==> config.mk <==
export PLATFORM = sky130hd
export DESIGN_NAME = dash_charge_controller
export DESIGN_NICKNAME = d
export VERILOG_FILES = /design/src/rtl/dash_charge_controller.sv
export SDC_FILE = /design/constraint.sdc
export NUM_CORES = 1
export LEC_CHECK = 0
export CAP_MARGIN = 20
export CORE_MARGIN = 1
export CORE_UTILIZATION = 50
export CTS_BUF_LIST = sky130_fd_sc_hd__clkbuf_16
export CTS_CLUSTER_DIAMETER = 50
export DETAILED_ROUTE_END_ITERATION = 12
export PLACE_DENSITY = 0.7
export SLEW_MARGIN = 20
export SYNTH_ARGS = -nofsm -noshare
export SYNTH_HDL_FRONTEND = slang
export SYNTH_SLANG_ARGS = --single-unit
export TNS_END_PERCENT = 10
==> constraint.sdc <==
create_clock -name basys_3_clock -period 3.15 [get_ports basys_3_clock]
set_clock_uncertainty 0.1 [all_clocks]
set_input_delay 0.63 -clock basys_3_clock [delete_from_list [all_inputs] [get_ports basys_3_clock]]
set_output_delay 0.63 -clock basys_3_clock [all_outputs]
set_load 0.02 [all_outputs]
==> src/rtl/dash_charge_controller.sv <==
// Dash input controller: ticked button edge detect, charge tracking, 8-way direction latch,
// trigger window and cooldown. Define DASH_BUFFER_EN for a one-deep request buffer while busy.
module dash_charge_controller #(
    parameter int MAX_CHARGES     = 2,
    parameter int TRIGGER_CYCLES  = 5_000_000,
    parameter int COOLDOWN_CYCLES = 10_000_000,
    parameter int TIMER_W         = 24,
    localparam int CW             = $clog2(MAX_CHARGES + 1)
) (
    input  logic          basys_3_clock,
    input  logic          reset,
    input  logic          sample_tick,
    input  logic          leftBtn,
    input  logic          rightBtn,
    input  logic          upBtn,
    input  logic          downBtn,
    input  logic          dashBtn,
    input  logic          grounded,
    output logic          dash_trigger,
    output logic [2:0]    dash_dir,
    output logic          player_facing_left,
    output logic [CW-1:0] charges,
    output logic          busy
);

    typedef enum logic [1:0] {IDLE, DASH, COOLDOWN} state_t;

    localparam logic [CW-1:0]      FULL      = CW'(MAX_CHARGES);
    localparam logic [TIMER_W-1:0] TRIG_LOAD = TIMER_W'(TRIGGER_CYCLES - 1);
    localparam logic [TIMER_W-1:0] COOL_LOAD =
        TIMER_W'((COOLDOWN_CYCLES > 0) ? COOLDOWN_CYCLES - 1 : 0);

    state_t             state;
    logic [TIMER_W-1:0] timer;
    logic               dash_prev;
    logic               req;
    logic               launch;
    logic               can_dash;
    logic [2:0]         dir_next;
    logic               h_r, h_l, v_u, v_d;

    assign req      = sample_tick & dashBtn & ~dash_prev;
    assign can_dash = (charges != '0) | grounded;

`ifdef DASH_BUFFER_EN
    logic dash_buf;

    // Any IDLE cycle consumes the buffer, whether or not a charge was available.
    always_ff @(posedge basys_3_clock) begin
        if (reset)
            dash_buf <= 1'b0;
        else if (state != IDLE) begin
            if (req)
                dash_buf <= 1'b1;
        end else
            dash_buf <= 1'b0;
    end

    assign launch = req | dash_buf;
`else
    assign launch = req;
`endif

    // Opposing buttons cancel on each axis.
    always_comb begin
        h_r = rightBtn & ~leftBtn;
        h_l = leftBtn & ~rightBtn;
        v_u = upBtn & ~downBtn;
        v_d = downBtn & ~upBtn;
        case ({h_r, h_l, v_u, v_d})
            4'b1000: dir_next = 3'd0;
            4'b1010: dir_next = 3'd1;
            4'b0010: dir_next = 3'd2;
            4'b0110: dir_next = 3'd3;
            4'b0100: dir_next = 3'd4;
            4'b0101: dir_next = 3'd5;
            4'b0001: dir_next = 3'd6;
            4'b1001: dir_next = 3'd7;
            default: dir_next = player_facing_left ? 3'd4 : 3'd0;
        endcase
    end

    always_ff @(posedge basys_3_clock) begin
        if (reset) begin
            dash_prev          <= 1'b1;
            player_facing_left <= 1'b0;
        end else begin
            if (sample_tick)
                dash_prev <= dashBtn;
            if (leftBtn & ~rightBtn)
                player_facing_left <= 1'b1;
            else if (rightBtn & ~leftBtn)
                player_facing_left <= 1'b0;
        end
    end

    always_ff @(posedge basys_3_clock) begin
        if (reset) begin
            state        <= IDLE;
            dash_trigger <= 1'b0;
            dash_dir     <= 3'd0;
            busy         <= 1'b0;
            charges      <= FULL;
            timer        <= '0;
        end else begin
            case (state)
                IDLE: begin
                    if (launch && can_dash) begin
                        state        <= DASH;
                        dash_trigger <= 1'b1;
                        busy         <= 1'b1;
                        dash_dir     <= dir_next;
                        timer        <= TRIG_LOAD;
                        charges      <= (grounded ? FULL : charges) - CW'(1);
                    end else if (grounded) begin
                        charges <= FULL;
                    end
                end
                DASH: begin
                    if (timer == '0) begin
                        dash_trigger <= 1'b0;
                        if (COOLDOWN_CYCLES > 0) begin
                            state <= COOLDOWN;
                            timer <= COOL_LOAD;
                        end else begin
                            state <= IDLE;
                            busy  <= 1'b0;
                        end
                    end else begin
                        timer <= timer - TIMER_W'(1);
                    end
                end
                COOLDOWN: begin
                    if (grounded)
                        charges <= FULL;
                    if (timer == '0) begin
                        state <= IDLE;
                        busy  <= 1'b0;
                    end else begin
                        timer <= timer - TIMER_W'(1);
                    end
                end
                default: begin
                    state        <= IDLE;
                    dash_trigger <= 1'b0;
                    busy         <= 1'b0;
                end
            endcase
        end
    end

endmodule

==> impl_results.md <==
* Start point of the worst min-delay path: busy
* Hold Crit Class: flip-flop to flip-flop
* FFs w/ async S/R, synth at 0%
* DIE AREA at 5127 sq um
* Area delta synth->final at 12.50%
* Vias in the first global route at approximately 2.0k
* Synth cell count leaders: dfxtp_1, a21oi_1, nor2_1, inv_1, nor3_1
* CP Class: flip-flop to flip-flop
* RSZ-0062 raised after global routing: false
* Vias at 2301
* CTS Buffer Depth at 2
* Grt ovf at 0
* Detailed-route wire length at 6047 um
* Post-synthesis instance total at 288
* Drt drc at 0
* First-pass GRT wire length at 9991 um
* CP Launch Type: flip-flop
* Ant. Diodes at 0
* Drt wl/cell at 17.18 um
* Clk root buf: clkbuf_16
* Top Ports at 17
* Max Fanout on Critical Path at 18
* Max VDD drop at 274.9 uV
* Data required, critical path at 3.25 ns
* R2R Path End: timer[13]
* Cts bufs inserted at 5
* Post-synth EDFFs at 0
* Syn Nets at ~310
* Endpoint of the worst hold path: busy
* Max_slew headroom at 44.02%
* Placed cells at 344
* Final cycle utilization of the critical path at roughly 89%
* Port bufs at 16
* Post-CTS sizing at 0
* Tot GR Track Use at around 25%
* Post-synthesis register bit count at 35
* Layout cells sized above 1 at 13.67%
* Largest net degree at the start of global routing at 38
* Site Rows at 24
* Nets at between 300 and 400
* Die height at ~70 um
* Antenna violations before repair at 0
* Total power at 0.001355 W
* DP HPWL at 4358 um
* CTS H-tree lvls at 2
* Post-route setup TNS at 0 ns
* Post-CTS Setup Repair Bufs at 0
* Post-synthesis cell area at 2422 sq um
* Setup crit end kind: flip-flop
* Post-synth top area cell: dfxtp_1
* Lkg Pwr at 0.9466 nW
* 1st-iter DRT viols at between 200 and 250
* Max-slew violations at 0
* Worst slew pin tran at 0.8397 ns
* Hold Crit Depth at 1
* Final setup violation count at 0
* Final core occ at 60.50%
* Final Hold Viols at 0
* Synth top area share at 28.93%
* Highest clock rate at roughly 0.36 GHz
* Antenna-violating nets left at 0
* Most common cell in the netlist: dfxtp_1
* R2r startpoint: timer[0]
* Crit path DAT at 2.89 ns
* Vias per cell at 6.537
* Routability cong. at about 0.9
* Final critical-path required period at 2.789 ns
* Initial Util at 53.78%
* Clock Latency Late Sink at 0.28 ns
* Ys Warns at 0
* Initial DRT Pass Iterations at 5
* Share of synthesized area occupied by flip-flops and latches at 28.93%
* Reg2reg path depth at 7
* Prevailing post-synth register cell: dfxtp_1
* CTS tree: yes
* Placeable Area at 4504 sq um
* Max cap viols at 0
* Status: finished, final reports clean
* Worst Setup Slack, final at 0.3606 ns
* Top cells by area, synth: dfxtp_1, a21oi_1, ha_1, nor2_1, nor3_1
* Synth Area per Inst at 8.411 sq um
* Power Dens Cells at a little under 500 nW/um^2
* CTS clk-pin slew, worst paths at roughly 0.060 ns
* Die width at 71.61 um
* Post-Layout Cell Count at 352
* Clk sinks at 35
* Setup WS pre-CTS at 0.2811 ns
* Synth unique cells at 65
* Post-cts hold buffer count at 0
* Flop2flop setup slack at 0.36 ns
==> sequential cells by signal, summed over array words and instances (netlist names) <==
signal	cells
charges	2
busy	1
dash_prev	1
timer	24
dash_dir	3
dash_trigger	1
state	2
player_facing_left	1
==> worst max path at each step <==
stage	from	end	slack, ns	depth (start not counted)
after floorplan	state[1]	timer[23]	0.89	9
after global placement	sample_tick	timer[13]	0.32	6
after detailed placement	sample_tick	timer[13]	0.28	6
after CTS	timer[0]	timer[13]	0.37	7
after global routing	timer[0]	timer[13]	0.15	7
final	timer[0]	timer[13]	0.36	7
==> per-layer routing <==
metal | track usage (%) | vias to the layer above | part of all wire, % | wire (um)
met5 | 0 | - | 0 | 0
met4 | 7.625 | 0 | 1.5 | 91
met3 | 5.063 | 13 | 7.0 | 424
met2 | 36.69 | 78 | 43 | 2629
met1 | 36.28 | 1075 | 48 | 2902
li1 | - | 1135 | - | -
==> cell type report <==
| type | count | area [sq um] |
|---|---|---|
| repair buffers | 18 | 175.2 |
| clock buffers | 5 | 125.1 |
| multi-input cells | 221 | 1575 |
| clock inverters | 3 | 16.27 |
| inverters | 18 | 67.56 |
| flip-flops and latches | 35 | 700.7 |
| fillers | 413 | 1779 |
| well taps | 52 | 65.06 |
==> kinds of logic (layout without fill, tap and decap cells) <==
group / count (synthesis) / count (layout) / share of synthesized area (%)
compound gates: 98 / 98 / 30.68
fa+ha+maj: 9 / 9 / 4.649
buf+inv: 32 / 44 / 6.043
flops: 35 / 35 / 28.93
mux: 1 / 1 / 0.4132
simple gates: 113 / 113 / 29.29
==> where the power goes <==
part | switching, W | internal, W | total [W]
registers | 0.0000291 | 0.000465 | 0.000494
logic | 0.000252 | 0.000132 | 0.000384
clock network | 0.000188 | 0.000288 | 0.000477
total | 0.000470 | 0.000885 | 0.00135
==> worst max-delay path, cell delays in order, from the launching register on <==
cell and delay [ns]:
dfxtp_1 0.33, inv_1 0.10, ha_1 0.21, nor3b_2 0.37
nand4_4 0.34, o31ai_4 0.84, o31ai_1 0.21, a211oi_2 0.19
==> metrics by stage <==
stage	hold WS (ns)	instance area, sq um
finish	0.3718	2725
detailed placement	0.3618	2584
floorplan	0.3740	2422
global route	0.4125	2725
global placement	0.3778	2584
CTS	0.3797	2725
==> cells in the final DEF (no fill, tap or decap), types with 3 or more instances in the layout <==
master	netlist	layout
nor3_2	3	3
nor2b_1	4	4
nand2_1	14	14
clkbuf_16	0	5
o21a_1	3	3
nand3_1	3	3
a21oi_1	24	24
or3_1	10	10
o32ai_1	3	3
ha_1	9	9
a22o_1	3	3
dfxtp_1	35	35
nor3_1	15	15
a211oi_1	7	7
or4_1	6	6
o211ai_1	3	3
a31oi_1	5	5
o21ai_0	13	13
inv_1	18	19
a211oi_2	5	5
nor4_1	9	9
and4_1	3	3
nor4_2	5	5
nor2_1	23	23
clkdlybuf4s50_1	0	16
o21ai_1	3	3
No activity file was read; power rests on OpenSTA's default activity.
